[config.mk]
export PLATFORM = sky130hd
export DESIGN_NAME = prt_lb_arb_flat
export DESIGN_NICKNAME = d
export VERILOG_FILES = /design/src/rtl/prt_lb_arb_if.sv /design/src/rtl/prt_lb_arb.sv /design/src/flat_wrapper.sv
export SDC_FILE = /design/constraint.sdc
export NUM_CORES = 1
export LEC_CHECK = 0
export ABC_AREA = 1
export CORE_MARGIN = 3
export CORE_UTILIZATION = 49
export CTS_BUF_LIST = sky130_fd_sc_hd__clkbuf_2
export CTS_CLUSTER_DIAMETER = 150
export DETAILED_ROUTE_END_ITERATION = 8
export PLACE_DENSITY = 0.84
export REMOVE_ABC_BUFFERS = 1
export SETUP_SLACK_MARGIN = 0.4
export SLEW_MARGIN = 30
export SYNTH_ARGS = -nofsm -noshare
export SYNTH_HDL_FRONTEND = slang
export SYNTH_SLANG_ARGS = --single-unit
[constraint.sdc]
create_clock -name CLK_IN -period 4.9 [get_ports CLK_IN]
set_input_delay 0.98 -clock CLK_IN [delete_from_list [all_inputs] [get_ports CLK_IN]]
set_output_delay 0.98 -clock CLK_IN [all_outputs]
set_load 0.05 [all_outputs]
[src/rtl/prt_lb_arb_if.sv]
// Signal bundle between the requesters, the prt_lb_arb arbiter and the local-bus mux.
// Latency: none; this bundle holds only wires.
// Backpressure: none here; the arbiter signals it on REQ_BUSY_OUT.
interface prt_lb_arb_if #(
   parameter int P_REQ = 2,
   parameter int P_ADR = 22,
   parameter int P_DAT = 32
);
   logic [P_REQ*P_ADR-1:0] REQ_ADR_IN;
   logic [P_REQ*P_DAT-1:0] REQ_DAT_IN;
   logic [P_REQ-1:0]       REQ_WR_IN;
   logic [P_REQ-1:0]       REQ_RD_IN;
   logic [P_REQ-1:0]       REQ_BUSY_OUT;
   logic [P_REQ-1:0]       REQ_ACK_OUT;
   logic [P_REQ-1:0]       REQ_VLD_OUT;
   logic [P_REQ-1:0]       REQ_TO_OUT;
   logic [P_DAT-1:0]       REQ_DAT_OUT;
   logic [P_ADR-1:0]       LB_ADR_OUT;
   logic [P_DAT-1:0]       LB_DIN_OUT;
   logic                   LB_WR_OUT;
   logic                   LB_RD_OUT;
   logic [P_DAT-1:0]       LB_DOUT_IN;
   logic                   LB_VLD_IN;

   // The arbiter side of the bundle.
   modport master (
      input  REQ_ADR_IN, REQ_DAT_IN, REQ_WR_IN, REQ_RD_IN, LB_DOUT_IN, LB_VLD_IN,
      output REQ_BUSY_OUT, REQ_ACK_OUT, REQ_VLD_OUT, REQ_TO_OUT, REQ_DAT_OUT,
             LB_ADR_OUT, LB_DIN_OUT, LB_WR_OUT, LB_RD_OUT
   );

   // The requesters and the local-bus mux, seen together.
   modport slave (
      output REQ_ADR_IN, REQ_DAT_IN, REQ_WR_IN, REQ_RD_IN, LB_DOUT_IN, LB_VLD_IN,
      input  REQ_BUSY_OUT, REQ_ACK_OUT, REQ_VLD_OUT, REQ_TO_OUT, REQ_DAT_OUT,
             LB_ADR_OUT, LB_DIN_OUT, LB_WR_OUT, LB_RD_OUT
   );
endinterface

[src/rtl/prt_lb_arb.sv]
// Round-robin arbiter that shares one local-bus master port between P_REQ single-strobe requesters.
// Latency: a strobe at cycle N puts the bus pulse and the ACK at N+2. Grants are at least 3 cycles apart.
// Backpressure: each requester has one slot. REQ_BUSY_OUT is high while the slot is held, and strobes seen while busy are dropped.
module prt_lb_arb #(
   parameter int P_REQ      = 2,
   parameter int P_ADR      = 22,
   parameter int P_DAT      = 32,
   parameter int P_VLD_MASK = 2,
   parameter int P_TIMEOUT  = 255
) (
   input  logic            CLK_IN,
   input  logic            RST_IN,
   prt_lb_arb_if.master    bus
);
   localparam int P_CW = $clog2(P_TIMEOUT + 1);
   localparam int P_GW = (P_REQ > 1) ? $clog2(P_REQ) : 1;
   localparam logic [P_CW-1:0]  L_MASK   = P_CW'(P_VLD_MASK);
   localparam logic [P_CW-1:0]  L_TMO    = P_CW'(P_TIMEOUT);
   localparam logic [P_DAT-1:0] L_TO_DAT = P_DAT'(32'hDEAD_DEAD);

   typedef enum logic [1:0] {IDLE, ISSUE, WAIT_RD, GAP} state_t;

   state_t           state;
   logic [P_REQ-1:0] busy;
   logic [P_REQ-1:0] slot_wr;
   logic [P_ADR-1:0] slot_adr [P_REQ];
   logic [P_DAT-1:0] slot_dat [P_REQ];
   logic [P_GW-1:0]  rr_ptr;
   logic [P_GW-1:0]  gnt;
   logic             gnt_wr;
   logic [P_GW-1:0]  gnt_c;
   logic             gnt_fnd;
   int               srch_idx;
   logic [P_CW-1:0]  to_cnt;
   logic [P_REQ-1:0] ack;
   logic [P_REQ-1:0] vld;
   logic [P_REQ-1:0] tmo;
   logic [P_DAT-1:0] rdat;
   logic [P_ADR-1:0] lb_adr;
   logic [P_DAT-1:0] lb_din;
   logic             lb_wr;
   logic             lb_rd;

   // Find the first pending slot after the round-robin pointer. The downward scan lets the nearest slot win.
   always_comb begin
      gnt_c    = rr_ptr;
      gnt_fnd  = 1'b0;
      srch_idx = 0;
      for (int i = P_REQ; i >= 1; i--) begin
         srch_idx = int'(rr_ptr) + i;
         if (srch_idx >= P_REQ) begin
            srch_idx = srch_idx - P_REQ;
         end
         if (busy[srch_idx]) begin
            gnt_c   = P_GW'(srch_idx);
            gnt_fnd = 1'b1;
         end
      end
   end

   // A slot takes a strobe only when it is free; a write beats a read. The slot is freed as its GAP cycle ends.
   always_ff @(posedge CLK_IN) begin
      if (RST_IN) begin
         busy    <= '0;
         slot_wr <= '0;
      end else begin
         for (int k = 0; k < P_REQ; k++) begin
            if (state == GAP && int'(gnt) == k) begin
               busy[k] <= 1'b0;
            end else if (!busy[k] && (bus.REQ_WR_IN[k] || bus.REQ_RD_IN[k])) begin
               busy[k]     <= 1'b1;
               slot_wr[k]  <= bus.REQ_WR_IN[k];
               slot_adr[k] <= bus.REQ_ADR_IN[k*P_ADR +: P_ADR];
               slot_dat[k] <= bus.REQ_DAT_IN[k*P_DAT +: P_DAT];
            end
         end
      end
   end

   // Sequencer. All bus and response outputs are registered. The GAP cycle forces the strobes low so the mux sees every rising edge.
   always_ff @(posedge CLK_IN) begin
      if (RST_IN) begin
         state  <= IDLE;
         rr_ptr <= P_GW'(P_REQ - 1);
         gnt    <= '0;
         gnt_wr <= 1'b0;
         to_cnt <= '0;
         ack    <= '0;
         vld    <= '0;
         tmo    <= '0;
         rdat   <= '0;
         lb_adr <= '0;
         lb_din <= '0;
         lb_wr  <= 1'b0;
         lb_rd  <= 1'b0;
      end else begin
         ack <= '0;
         vld <= '0;
         tmo <= '0;
         case (state)
            IDLE: begin
               if (gnt_fnd) begin
                  gnt    <= gnt_c;
                  rr_ptr <= gnt_c;
                  gnt_wr <= slot_wr[gnt_c];
                  lb_adr <= slot_adr[gnt_c];
                  lb_din <= slot_dat[gnt_c];
                  if (slot_wr[gnt_c]) begin
                     lb_wr      <= 1'b1;
                     ack[gnt_c] <= 1'b1;
                  end else begin
                     lb_rd <= 1'b1;
                  end
                  state <= ISSUE;
               end
            end
            ISSUE: begin
               lb_wr  <= 1'b0;
               lb_rd  <= 1'b0;
               to_cnt <= '0;
               state  <= gnt_wr ? GAP : WAIT_RD;
            end
            WAIT_RD: begin
               to_cnt <= to_cnt + 1'b1;
               // Ignore valid for the first few cycles: the mux may still be holding a stale valid registered earlier.
               if (to_cnt >= L_MASK && bus.LB_VLD_IN) begin
                  vld[gnt] <= 1'b1;
                  rdat     <= bus.LB_DOUT_IN;
                  state    <= GAP;
               end else if (to_cnt == L_TMO) begin
                  vld[gnt] <= 1'b1;
                  tmo[gnt] <= 1'b1;
                  rdat     <= L_TO_DAT;
                  state    <= GAP;
               end
            end
            GAP: begin
               state <= IDLE;
            end
            default: begin
               state <= IDLE;
            end
         endcase
      end
   end

   assign bus.REQ_BUSY_OUT = busy;
   assign bus.REQ_ACK_OUT  = ack;
   assign bus.REQ_VLD_OUT  = vld;
   assign bus.REQ_TO_OUT   = tmo;
   assign bus.REQ_DAT_OUT  = rdat;
   assign bus.LB_ADR_OUT   = lb_adr;
   assign bus.LB_DIN_OUT   = lb_din;
   assign bus.LB_WR_OUT    = lb_wr;
   assign bus.LB_RD_OUT    = lb_rd;
endmodule

[src/flat_wrapper.sv]
// flat-port wrapper written by rule: the top's interface ports become plain ports
module prt_lb_arb_flat 
#(
   parameter int P_REQ      = 2,
   parameter int P_ADR      = 22,
   parameter int P_DAT      = 32,
   parameter int P_VLD_MASK = 2,
   parameter int P_TIMEOUT  = 255
)
  (CLK_IN, RST_IN, bus_REQ_ADR_IN, bus_REQ_DAT_IN, bus_REQ_WR_IN, bus_REQ_RD_IN, bus_LB_DOUT_IN, bus_LB_VLD_IN, bus_REQ_BUSY_OUT, bus_REQ_ACK_OUT, bus_REQ_VLD_OUT, bus_REQ_TO_OUT, bus_REQ_DAT_OUT, bus_LB_ADR_OUT, bus_LB_DIN_OUT, bus_LB_WR_OUT, bus_LB_RD_OUT);
  prt_lb_arb_if #(.P_REQ(P_REQ), .P_ADR(P_ADR), .P_DAT(P_DAT)) bus_i ();
  input  logic CLK_IN;
  input  logic RST_IN;
  input wire logic [$bits(bus_i.REQ_ADR_IN)-1:0] bus_REQ_ADR_IN;
  input wire logic [$bits(bus_i.REQ_DAT_IN)-1:0] bus_REQ_DAT_IN;
  input wire logic [$bits(bus_i.REQ_WR_IN)-1:0] bus_REQ_WR_IN;
  input wire logic [$bits(bus_i.REQ_RD_IN)-1:0] bus_REQ_RD_IN;
  input wire logic [$bits(bus_i.LB_DOUT_IN)-1:0] bus_LB_DOUT_IN;
  input wire logic [$bits(bus_i.LB_VLD_IN)-1:0] bus_LB_VLD_IN;
  output wire logic [$bits(bus_i.REQ_BUSY_OUT)-1:0] bus_REQ_BUSY_OUT;
  output wire logic [$bits(bus_i.REQ_ACK_OUT)-1:0] bus_REQ_ACK_OUT;
  output wire logic [$bits(bus_i.REQ_VLD_OUT)-1:0] bus_REQ_VLD_OUT;
  output wire logic [$bits(bus_i.REQ_TO_OUT)-1:0] bus_REQ_TO_OUT;
  output wire logic [$bits(bus_i.REQ_DAT_OUT)-1:0] bus_REQ_DAT_OUT;
  output wire logic [$bits(bus_i.LB_ADR_OUT)-1:0] bus_LB_ADR_OUT;
  output wire logic [$bits(bus_i.LB_DIN_OUT)-1:0] bus_LB_DIN_OUT;
  output wire logic [$bits(bus_i.LB_WR_OUT)-1:0] bus_LB_WR_OUT;
  output wire logic [$bits(bus_i.LB_RD_OUT)-1:0] bus_LB_RD_OUT;
  assign bus_i.REQ_ADR_IN = bus_REQ_ADR_IN;
  assign bus_i.REQ_DAT_IN = bus_REQ_DAT_IN;
  assign bus_i.REQ_WR_IN = bus_REQ_WR_IN;
  assign bus_i.REQ_RD_IN = bus_REQ_RD_IN;
  assign bus_i.LB_DOUT_IN = bus_LB_DOUT_IN;
  assign bus_i.LB_VLD_IN = bus_LB_VLD_IN;
  assign bus_REQ_BUSY_OUT = bus_i.REQ_BUSY_OUT;
  assign bus_REQ_ACK_OUT = bus_i.REQ_ACK_OUT;
  assign bus_REQ_VLD_OUT = bus_i.REQ_VLD_OUT;
  assign bus_REQ_TO_OUT = bus_i.REQ_TO_OUT;
  assign bus_REQ_DAT_OUT = bus_i.REQ_DAT_OUT;
  assign bus_LB_ADR_OUT = bus_i.LB_ADR_OUT;
  assign bus_LB_DIN_OUT = bus_i.LB_DIN_OUT;
  assign bus_LB_WR_OUT = bus_i.LB_WR_OUT;
  assign bus_LB_RD_OUT = bus_i.LB_RD_OUT;
  prt_lb_arb #(.P_REQ(P_REQ), .P_ADR(P_ADR), .P_DAT(P_DAT), .P_VLD_MASK(P_VLD_MASK), .P_TIMEOUT(P_TIMEOUT)) u_core (.CLK_IN(CLK_IN), .RST_IN(RST_IN), .bus(bus_i));
endmodule
Yosys cells after proc, flatten, opt, wreduce, memory -nomap -nowiden
Memories as Yosys holds them, arrays and structs flattened. A register that Yosys moved wholly into a read port is not among the register bits.
Cells that the tools add are included.
{"block": "classes", "addsub": 5, "bitwise_logic": 7, "muxes": 42, "eq_ne": 8, "reduce_logical": 27, "order_cmp": 9}
{"cell": "32-bit two-way mux", "n": 4}
{"cell": "32-bit by 3-bit >= comparator with 1-bit output (second input constant)", "n": 2}
{"cell": "32-bit by 3-bit less-than comparator with 1-bit output (second input constant)", "n": 2}
{"cell": "32-bit by 3-bit subtractor with 32-bit output (second input constant)", "n": 2}
{"cell": "1-bit two-way mux", "n": 27}
{"cell": "8-bit case mux with 2 select lines", "n": 1}
{"cell": "2-bit two-way mux", "n": 5}
{"cell": "2-bit AND reduction", "n": 5}
{"cell": "8-bit by 1-bit adder with 8-bit output (second input constant)", "n": 1}
{"cell": "8-bit equality test (second input constant)", "n": 1}
{"cell": "8-bit by 2-bit >= comparator with 1-bit output (second input constant)", "n": 1}
{"cell": "2-bit case mux with 4 select lines", "n": 1}
{"cell": "1-bit logical AND", "n": 7}
{"cell": "1-bit inverter", "n": 7}
{"cell": "3-bit AND reduction", "n": 2}
{"cell": "2-bit nonzero test", "n": 3}
{"cell": "2-bit OR reduction", "n": 3}
{"cell": "2-bit equality test (second input constant)", "n": 2}
{"cell": "1-bit by 2-bit less-than comparator with 1-bit output (second input constant)", "n": 2}
{"cell": "2-bit by 1-bit != test with 1-bit output (second input constant)", "n": 2}
{"cell": "1-bit case mux with 2 select lines", "n": 2}
{"cell": "4-bit OR reduction", "n": 1}
{"cell": "1-bit by 2-bit adder with 3-bit output (second input constant)", "n": 1}
{"cell": "3-bit by 1-bit != test with 1-bit output (second input constant)", "n": 1}
{"cell": "9 further kinds", "n": 13}
{"block": "totals", "mem_bits_rw": 108, "mem_count": 2, "reg_bits": 57}
{"name": "u_core.slot_dat", "words": 2, "word_bits": 32, "read_ports": 1, "rd_ports_with_merged_regs": 1, "wr": 2, "line_no": "prt_lb_arb.sv:27", "source": "logic [P_DAT-1:0] slot_dat [P_REQ];"}
{"name": "u_core.slot_adr", "words": 2, "word_bits": 22, "read_ports": 1, "rd_ports_with_merged_regs": 1, "wr": 2, "line_no": "prt_lb_arb.sv:26", "source": "logic [P_ADR-1:0] slot_adr [P_REQ];"}

Logic depth before layout (Yosys ltp)
Gate-level depths: netlist of run 1.
{"block": "depth", "ltp_word": 13, "ltp_mapped": 11, "mapped_depth_nobuf": 10}

Worst setup path after synthesis of run 1
Ideal clock, no wire load.
{"block": "synth_timing", "path_type": "input to register", "start": "input port RST_IN", "end": "memory u_core.slot_adr[1][0] (enable)", "stages": 4, "path_slack_ps": 836, "t_required_ps": 4434, "arrival_ps": 3598, "n_path_buf": 1, "cell_sequence": "inv_2 -> buf_2 -> nand2_1 -> nor2_1"}
{"element": "start, declared", "line_no": "flat_wrapper.sv:13", "source": "input logic RST_IN;"}
{"element": "end, declared", "line_no": "prt_lb_arb.sv:26"}

Worst setup path in the final report of run 1
{"block": "layout_timing", "start": "register u_core.busy[1] (netlist: u_core.bus.REQ_BUSY_OUT[1])", "end": "output port bus_REQ_BUSY_OUT[1]"}
{"element": "start, declared", "line_no": "prt_lb_arb.sv:24", "source": "logic [P_REQ-1:0] busy;"}
{"element": "start signal, assigned", "line_no": "prt_lb_arb.sv:64", "source": "busy <= '0;"}
{"element": "start signal, assigned by index", "line_no": "prt_lb_arb.sv:69", "source": "busy[k] <= 1'b0;"}
{"element": "start signal, assigned by index", "line_no": "prt_lb_arb.sv:71", "source": "busy[k] <= 1'b1;"}
{"element": "end, declared", "line_no": "flat_wrapper.sv:20", "source": "output wire logic [$bits(bus_i.REQ_BUSY_OUT)-1:0] bus_REQ_BUSY_OUT;"}
No word-level cell between the ends.

==> impl_metrics.tcl, run 1 <==
set metrics [dict create \
    status "finished, final reports clean" \
    die_h_um 135 \
    cts-root-buf "clkbuf_2" \
    synth_top_area_share_pct 39.8 \
    gp_congestion 0.751 \
    via_per_inst 4.97 \
    whs_ns 0.469 \
    setup_viol 0 \
    antenna_left 0 \
    hold_buffers 0 \
    slew_headroom_pct 37.0 \
    cap_violations 0 \
    fill_cells 1179 \
    r2r-end "u_core.bus.LB_DIN_OUT[10]" \
    worst_ep_arrival_time_ns 2.02 \
    min_path_type "reg -> reg" \
    rows 46 \
    crit_buf_inv 1 \
    cts_setup_buffers 0 \
    ios 243 \
    crit_type "reg -> out" \
    r2r_start "u_core.state[0]" \
    final.setup_skew_ns 0.0439 \
    total_power_w 0.00557 \
    grt_antenna_before_repair 1 \
    cts_buffers 52 \
    firstDrtPassIters 5 \
    p_per_area_nw_per_um2 498 \
    rsz0062_at_grt "no" \
    tightest_slew_ns 0.944 \
    port_buffers 242 \
    drc_errors 0 \
    cts_resized 0 \
    crit_chain "clkdlybuf4s50_1" \
    area_delta_synth_final_pct 37.2 \
    fin_setup_tns_ns 0 \
    wirelength_um 21300 \
    synth-main-ff-cell "dfxtp_1" \
    stdcell_count 1325 \
    place_hpwl_um 14100 \
    startpoint_type "register" \
    ys_async_sr_fraction_pct 0 \
    leakage_nw 4.67 \
    ys_seq_elements 219 \
    clk_path_buf_depth 3 \
    dp_cells 1229 \
    path_max_fanout 4 \
    yosysSeqAreaShare_pct 67.0 \
    r2r_slack_ns 2.16 \
    layout-drive-gt1-share_pct 9.12 \
    mostFrequentLayoutCells "clkdlybuf4s50_1 (242), nand2_1 (212), dfxtp_1 (111)" \
    dieArea_sq_um 18200 \
    clock_sinks 219 \
    synth_edf_count 108 \
    tritoncts "built" \
    syn_inst 806 \
    htreeDepth 2 \
    nets 1220 \
    start_util_pct 50.8 \
    min_period_ns 3.00 \
    critPathRequiredTime_ns 3.92 \
    final_common_cell "clkdlybuf4s50_1" \
    drv_slew 0 \
    end_kind "output pin" \
    synth_top_cell_by_area "edfxtp_1" \
    hold_depth 2 \
    worstHoldStart "u_core.bus.REQ_DAT_OUT[1]" \
    cpLargestDelayFamily "buffers and inverters" \
    num_vias 6581 \
    worst_r2r_path_depth 8 \
    grt_start_max_net_pins 88 \
    period_share_pct 61.2 \
    grt_pass1_wl_um 33300 \
    first_global_vias 6682 \
    synth_cell_types 25 \
    max_freq_mhz 333 \
    core_sq_um 16100 \
    yosys-top-cells-area "edfxtp_1 (40%), dfxtp_1 (27%), nand2_1 (9.8%)" \
    syn_area_per_cell_sq_um 10.1 \
    yosys_warnings 0 \
    clk_latency_ns 0.77 \
    hold-path-endpoint "u_core.bus.REQ_DAT_OUT[1]" \
    ir_drop_uv 414 \
    cpMaxStageDelayCell "clkdlybuf4s50_1" \
    grt_usage_pct 23.0 \
    syn_area_sq_um 8160 \
    critPathMaxStageDelay_ns 0.86 \
    die_x_um 135 \
    hold_viol 0 \
    clk_pin_slew_ns 0.11 \
    initialDrtViolationCount 361 \
    wl_per_cell_um 16.0 \
    grt_overflow 0 \
]
[cells in the mapped netlist (2+ instances only)]
cell type and count:
edfxtp_1 108, buf_2 16, nand2_2 2, buf_1 5, nand3_1 62, ha_1 6, nor2_1 43, buf_4 2
o211ai_1 56, a21oi_1 27, nand2_1 213, nor3_1 27, clkbuf_1 17, inv_1 96, o21ai_0 6, dfxtp_1 111
[area by class of cell]
class                   instances  area, sq um  area share [%]
flip-flops and latches        219         5470            48.8
multi-input cells             448         2150            19.2
clock inverters                16         63.8           0.570
repair buffers                248         2470            22.1
inverters                      98          372            3.32
well taps                     216          270            2.42
diodes                          1         2.50          0.0224
clock buffers                  79          395            3.53
[report_power, final]
part | switching [W] | internal, W
logic | 0.00141 | 0.000662
registers | 0.000161 | 0.00221
clock network | 0.000694 | 0.000430
total | 0.00227 | 0.00331
[logic make-up (layout without fill, tap and decap cells)]
logic type	count (synthesis)	in the layout	synth area share, %
compound gates	94	94	7.76
fa+ha+maj	6	6	0.921
other cells	0	1	0
simple gates	348	348	17.5
flops	219	219	67.0
buf+inv	139	441	6.83
[per-stage QoR]
stage | setup slack, ns | util [%] | area (sq um)
2_1_floorplan | 0.299 | - | 7970
6_report | 1.90 | 69.7 | 11200
4_1_cts | 1.83 | 69.7 | 11200
3_3_place_gp | 1.42 | 66.8 | 10700
3_5_place_dp | 1.33 | 66.8 | 10700
5_1_grt | 1.76 | 69.7 | 11200
[state kept, by name, summed over array words and instances (netlist names)]
| register | flops |
|---|---|
| u_core.bus.LB_WR_OUT | 1 |
| u_core.bus.REQ_BUSY_OUT | 2 |
| u_core.slot_dat | 64 |
| u_core.gnt_wr | 1 |
| u_core.bus.REQ_ACK_OUT | 2 |
| u_core.bus.LB_DIN_OUT | 32 |
| u_core.to_cnt | 8 |
| u_core.bus.REQ_DAT_OUT | 32 |
| u_core.bus.LB_ADR_OUT | 22 |
| u_core.bus.REQ_VLD_OUT | 2 |
| u_core.slot_wr | 2 |
| u_core.bus.LB_RD_OUT | 1 |
| u_core.state | 2 |
| u_core.bus.REQ_TO_OUT | 2 |
| u_core.rr_ptr | 1 |
| u_core.gnt | 1 |
| u_core.slot_adr | 44 |
[how the worst max path moves through the flow]
| stage | startpoint | endpoint | slack (ns) | cells past startpoint |
|---|---|---|---|---|
| detailed placement | RST_IN | u_core.to_cnt[3] | 1.33 | 8 |
| global placement | RST_IN | u_core.to_cnt[3] | 1.42 | 8 |
| finish | u_core.bus.REQ_BUSY_OUT[1] | bus_REQ_BUSY_OUT[1] | 1.90 | 1 |
| global route | u_core.bus.REQ_BUSY_OUT[1] | bus_REQ_BUSY_OUT[1] | 1.76 | 1 |
| CTS | u_core.bus.LB_DIN_OUT[4] | bus_LB_DIN_OUT[4] | 1.83 | 1 |
| floorplan | RST_IN | u_core.slot_adr[1][0] | 0.30 | 3 |
[worst min-delay path: stages, from the launching register on]
cell	delay [ns]
dfxtp_1	0.32
nand2_1	0.06
a21oi_1	0.05
[layer usage]
| metal | vias to the layer above | part of all wire (%) | track usage [%] |
|---|---|---|---|
| li1 | 3219 | - | - |
| met1 | 3017 | 39 | 26.9 |
| met2 | 310 | 48 | 38.5 |
| met3 | 35 | 10 | 9.17 |
| met4 | 0 | 2.0 | 8.06 |
| met5 | - | 0 | 0 |
(Power assumes the default switching activity.)
==> inputs of run 2 (changes only) <==
==> constraint.sdc (replaced) <==
create_clock -name CLK_IN -period 2.84 [get_ports CLK_IN]
set_input_delay 0.568 -clock CLK_IN [delete_from_list [all_inputs] [get_ports CLK_IN]]
set_output_delay 0.568 -clock CLK_IN [all_outputs]
set_load 0.05 [all_outputs]
==> run 2 against run 1 <==
Effect of this change: non-clock buffer count grew 5; routed wire length decreased by 0.96%; total power is 71% higher; clock power is 83% higher; sequential share of layout area up 0.060 points; sequential cell count is the same; critical path depth did not move; final cell count grew 0.45%; setup slack got worse by 1.4 ns; first-iteration DRC count is 19% higher; final area decreased by 0.12%; via count rose by 0.82%; critical endpoint is now bus_LB_DIN_OUT[4]; highest routed layer unchanged.
==> impl_metrics.tcl, run 2 (synthesis results as in run 1) <==
set metrics [dict create \
    clk_pin_slew_ns 0.11 \
    gp_congestion 0.781 \
    fin_setup_tns_ns 0 \
    top_regs "u_core.slot_dat: 64 flops, u_core.slot_adr: 44 flops" \
    core_sq_um 16100 \
    slew_headroom_pct 58.1 \
    dpl_cell_area_sq_um 10800 \
    wl_per_cell_um 15.8 \
    hold_viol 0 \
    min_period_ns 2.30 \
    rsz0062_at_grt "no" \
    clock_sinks 219 \
    cpMaxStageDelayCell "dlygate4sd2_1" \
    top_register "u_core.slot_dat" \
    cp.depth 1 \
    grt_start_max_net_pins 114 \
    port_buffers 242 \
    period_share_pct 81.0 \
    cap_violations 0 \
    cpLargestDelayFamily "buffers and inverters" \
    hold_depth 1 \
    critPathMaxStageDelay_ns 0.56 \
    fill_cells 1194 \
    largest_reg_flops 64 \
    wirelength_um 21000 \
    cts-root-buf "clkbuf_2" \
    initialDrtViolationCount 429 \
    r2r_start "u_core.to_cnt[0]" \
    status "finished, final reports clean" \
    clk_path_buf_depth 3 \
    ir_drop_uv 543 \
    hold-path-endpoint "u_core.slot_dat[0][18]" \
    r2r-end "u_core.bus.REQ_DAT_OUT[8]" \
    drv_slew 0 \
    whs_ns 0.352 \
    place_hpwl_um 14000 \
    area_delta_synth_final_pct 37.1 \
    crit_buf_inv 1 \
    grt_overflow 0 \
    first_global_vias 6705 \
    drc_errors 0 \
    cts_setup_buffers 0 \
    grt_usage_pct 22.7 \
    worst_ep_arrival_time_ns 1.73 \
    tritoncts "built" \
    end_kind "output pin" \
    tightest_slew_ns 0.621 \
    finalInstanceArea_sq_um 11200 \
    crit_path_start "u_core.bus.LB_DIN_OUT[4]" \
    hold_buffers 0 \
    startpoint_type "register" \
    final.setup_skew_ns 0.0584 \
    worstHoldStart "bus_REQ_DAT_IN[18]" \
    worst_r2r_path_depth 9 \
    nets 1225 \
    setup_viol 0 \
    start_util_pct 50.8 \
    grt_pass1_wl_um 32900 \
    cts_buffers 51 \
    crit_chain "dlygate4sd2_1" \
    die_h_um 135 \
    grt_antenna_before_repair 1 \
    final_common_cell "nand2_1" \
    max_freq_mhz 435 \
    p_per_area_nw_per_um2 854 \
    mostFrequentLayoutCells "nand2_1 (212), clkdlybuf4s50_1 (146), dfxtp_1 (111)" \
    layout-drive-gt1-share_pct 9.88 \
    min_path_type "in -> reg" \
    leakage_nw 5.11 \
    antenna_left 0 \
    htreeDepth 2 \
    clk_latency_ns 0.77 \
    rows 46 \
    r2r_slack_ns 0.65 \
    path_max_fanout 2 \
    firstDrtPassIters 5 \
    ios 243 \
    dieArea_sq_um 18200 \
    critPathRequiredTime_ns 2.27 \
    crit_type "reg -> out" \
    via_per_inst 4.98 \
    die_x_um 135 \
    num_vias 6635 \
]
==> run 2: worst max path at each step <==
stage                                      to  slack [ns]
floorplan               u_core.slot_adr[1][0]       -1.35
global placement        u_core.slot_adr[0][4]        0.56
detailed placement  u_core.bus.REQ_DAT_OUT[8]        0.51
CTS                         bus_LB_DIN_OUT[4]        0.42
global route        u_core.bus.REQ_DAT_OUT[8]        0.40
finish                      bus_LB_DIN_OUT[4]        0.54
==> run 2: what timing repair did <==
action | in CTS | in global routing
cloned | 0 | 1
resized for setup | 96 | 0
endpoints found under the setup margin | 96 | 32
pin swaps | 0 | 1
==> run 2: area by class of cell <==
class	count	area [sq um]	share of cell area (%)
sequential	219	5470	48.9
timing repair buffer	253	2420	21.7
multi-input combinational	449	2160	19.3
clock buffer	84	420	3.76
inverter	98	369	3.30
tap	216	270	2.42
clock inverter	10	65.1	0.582
antenna	2	5.00	0.0448
==> run 2: metrics by stage <==
stage / util (%) / std cells / setup WS (ns) / power [W]
6_report: 69.6 / 1331 / 0.540 / 0.00955
5_1_grt: 69.6 / 1331 / 0.395 / 0.0101
2_1_floorplan: - / 765 / -1.35 / 0.00642
4_1_cts: 69.5 / 1328 / 0.421 / 0.00964
3_5_place_dp: 67.2 / 1234 / 0.508 / 0.00779
3_3_place_gp: 67.2 / 1234 / 0.561 / 0.00771
==> run 2: report_power, final <==
| group | total, W | switching, W | internal, W |
|---|---|---|---|
| Clock | 0.00205 | 0.00119 | 0.000860 |
| Sequential | 0.00407 | 0.000255 | 0.00382 |
| Combinational | 0.00342 | 0.00244 | 0.000981 |
| Total | 0.00955 | 0.00389 | 0.00566 |
==> run 2: routing by layer <==
metal  global-route usage, %  up-vias  wire [um]
met1                    26.4     3057       8010
met3                    8.57       37       2200
li1                        -     3237          -
met4                    6.89        0        395
met5                       0        -          0
met2                    39.2      304      10400
==> inputs of run 3 (changes only) <==
--- a/config.mk
+++ b/config.mk
@@ -7,11 +7,11 @@
 export LEC_CHECK = 0
 export ABC_AREA = 1
 export CORE_MARGIN = 3
-export CORE_UTILIZATION = 49
+export CORE_UTILIZATION = 44
 export CTS_BUF_LIST = sky130_fd_sc_hd__clkbuf_2
 export CTS_CLUSTER_DIAMETER = 150
 export DETAILED_ROUTE_END_ITERATION = 8
-export PLACE_DENSITY = 0.84
+export PLACE_DENSITY = 0.79
 export REMOVE_ABC_BUFFERS = 1
 export SETUP_SLACK_MARGIN = 0.4
 export SLEW_MARGIN = 30
==> constraint.sdc (replaced) <==
create_clock -name CLK_IN -period 2 [get_ports CLK_IN]
set_input_delay 0.4 -clock CLK_IN [delete_from_list [all_inputs] [get_ports CLK_IN]]
set_output_delay 0.4 -clock CLK_IN [all_outputs]
set_load 0.05 [all_outputs]
==> run 3 against run 2 <==
Effect of this change: sequential cell count unchanged; largest cell class unchanged; utilization increased by 2.2 points; critical path type unchanged; final area increased by 16%; clock power increased by 41%; final cell count increased by 5.3%; setup slack got worse by 0.28 ns; clock-buffer cell count decreased by 9; critical endpoint is now bus_REQ_DAT_OUT[20]; total power increased by 64%; worst hold slack got worse by 0.18 ns; first-iteration DRC count decreased by 30%; via count increased by 5.8%; non-clock buffer count increased by 56.
==> impl_metrics.tcl, run 3 (synthesis results as in run 1) <==
set metrics [dict create \
    path_max_fanout 2 \
    ir_drop_uv 968 \
    ios 243 \
    tritoncts "built" \
    cts_buffers 52 \
    worst_ep_arrival_time_ns 1.34 \
    grt_pass1_wl_um 35100 \
    wirelength_um 25200 \
    critPathRequiredTime_ns 1.60 \
    rows 49 \
    core_sq_um 18100 \
    clock_sinks 219 \
    power_frac_clock_pct 18.5 \
    grt_antenna_before_repair 1 \
    p_sw_w 0.00616 \
    p_per_area_nw_per_um2 1200 \
    start_util_pct 45.1 \
    multi_input_area_sq_um 2480 \
    top_regs "u_core.slot_dat: 64 flops, u_core.slot_adr: 44 flops" \
    min_period_ns 1.74 \
    nets 1282 \
    setup_viol 0 \
    die_h_um 142 \
    cts-root-buf "clkbuf_2" \
    critPathMaxStageDelay_ns 0.40 \
    clk_latency_ns 0.79 \
    crit_path_end "bus_REQ_DAT_OUT[20]" \
    drv_slew 0 \
    sequentialPowerShare_pct 39.0 \
    htreeDepth 2 \
    place_hpwl_um 14100 \
    cap_violations 0 \
    crit_path_start "u_core.bus.REQ_DAT_OUT[20]" \
    crit_buf_inv 1 \
    hold_viol 0 \
    grt_overflow 0 \
    initialDrtViolationCount 301 \
    status "finished, final reports clean" \
    layout-drive-gt1-share_pct 35.4 \
    die_x_um 142 \
    grt_start_max_net_pins 43 \
    power.internal_w 0.00947 \
    grt_usage_pct 21.8 \
    first_global_vias 7028 \
    dp_slack_ns 0.0981 \
    top_register "u_core.slot_dat" \
    port_buffers 242 \
    gp_congestion 0.807 \
    startpoint_type "register" \
    final.setup_skew_ns 0.0652 \
    mostFrequentLayoutCells "nand2_1 (167), clkdlybuf4s50_1 (146), edfxtp_1 (108)" \
    cpMaxStageDelayCell "dfxtp_2" \
    end_kind "output pin" \
    stdcell_count 1402 \
    area_delta_synth_final_pct 59.3 \
    slew_headroom_pct 65.9 \
    cp.depth 1 \
    clk_pin_slew_ns 0.12 \
    max_freq_mhz 573 \
    hold_buffers 0 \
    regArea_sq_um 5620 \
    crit_chain "buf_8" \
    r2r_slack_ns 0.27 \
    timing.final.ws_setup_ns 0.256 \
    via_per_inst 5.01 \
    swShare_pct 39.4 \
    period_share_pct 87.2 \
    drc_errors 0 \
    rsz0062_at_grt "yes" \
    antenna_left 0 \
    firstDrtPassIters 5 \
    final_common_cell "nand2_1" \
    tightest_slew_ns 0.506 \
    num_vias 7020 \
    crit_type "reg -> out" \
    r2r-end "u_core.bus.REQ_DAT_OUT[21]" \
    dieArea_sq_um 20200 \
    wl_per_cell_um 17.9 \
    dp_cells 1256 \
    largest_reg_flops 64 \
    cpLargestDelayFamily "flip-flops" \
    fill_cells 1191 \
    leakage_nw 5.55 \
    clk_path_buf_depth 3 \
    worst_r2r_path_depth 11 \
    r2r_start "u_core.to_cnt[0]" \
    min_path_type "in -> reg" \
    combPwrFrac_pct 42.5 \
]
## run 3: cell types whose count changed in the layout (fill, tap and decap cells not counted), sizes merged
cell	previous run	this run
clkbuf	84	83
o21ai	9	8
dlygate4sd2	96	0
buf	11	155
diode	2	1
clkinv	9	20
inv	98	100
## run 3: how the worst min path moves through the flow
| stage | from | to | slack (ns) | cells past startpoint |
|---|---|---|---|---|
| 6_report | bus_LB_DOUT_IN[20] | u_core.bus.REQ_DAT_OUT[20] | 0.17 | 3 |
| 3_5_place_dp | u_core.bus.REQ_DAT_OUT[1] | u_core.bus.REQ_DAT_OUT[1] | 0.45 | 2 |
| 4_1_cts | bus_REQ_DAT_IN[53] | u_core.slot_dat[1][21] | 0.1 | 1 |
| 5_1_grt | bus_REQ_DAT_IN[43] | u_core.slot_dat[1][11] | 0.08 | 1 |
| 2_1_floorplan | u_core.slot_wr[1] | u_core.slot_wr[1] | 0.44 | 2 |
| 3_3_place_gp | u_core.bus.REQ_DAT_OUT[20] | u_core.bus.REQ_DAT_OUT[20] | 0.45 | 2 |
## run 3: layer usage
| layer | GRT usage [%] | vias to the layer above | share of wire, % |
|---|---|---|---|
| met4 | 8.18 | 0 | 3.4 |
| li1 | - | 3359 | - |
| met1 | 24.6 | 3225 | 36 |
| met2 | 37.8 | 363 | 50 |
| met5 | 0 | - | 0 |
| met3 | 8.00 | 73 | 10 |
## run 3: timing repair
item | in CTS | in global routing
pin swaps | 1 | 19
gates cloned | 2 | 9
setup buffers | 19 | 18
gates resized for setup | 828 | 121
hold endpoints to repair | 0 | 0
endpoints found under the setup margin | 186 | 209
## run 3: power by group through the flow
| stage | clock [W] | combinational (W) | sequential [W] |
|---|---|---|---|
| 6_report | 0.00289 | 0.00664 | 0.00610 |
| 2_1_floorplan | 0 | 0.00182 | 0.00730 |
| 5_1_grt | 0.00325 | 0.00707 | 0.00616 |
| 3_3_place_gp | 0 | 0.00525 | 0.00588 |
| 3_5_place_dp | 0 | 0.00535 | 0.00588 |
| 4_1_cts | 0.00294 | 0.00611 | 0.00605 |
## run 3: area by class of cell
class	instances	share of cell area, %
sequential	219	43.3
clock buffer	75	2.89
clock inverter	22	0.848
timing repair inverter	1	0.0482
inverter	98	2.91
timing repair buffer	309	28.7
antenna	1	0.0193
tap	229	2.21
multi-input combinational	448	19.1
## run 3: through the flow
step	TNS (ns)	hold WS (ns)	instance area, sq um	power [W]	utilization (%)
final	0	0.169	13000	0.0156	71.8
after global routing	0	0.0774	13000	0.0165	71.8
after CTS	0	0.0979	12200	0.0151	67.5
after detailed placement	0	0.451	10900	0.0112	60.4
after global placement	0	0.447	10900	0.0111	60.4
after floorplan	-290.63	0.444	7970	0.00912	-
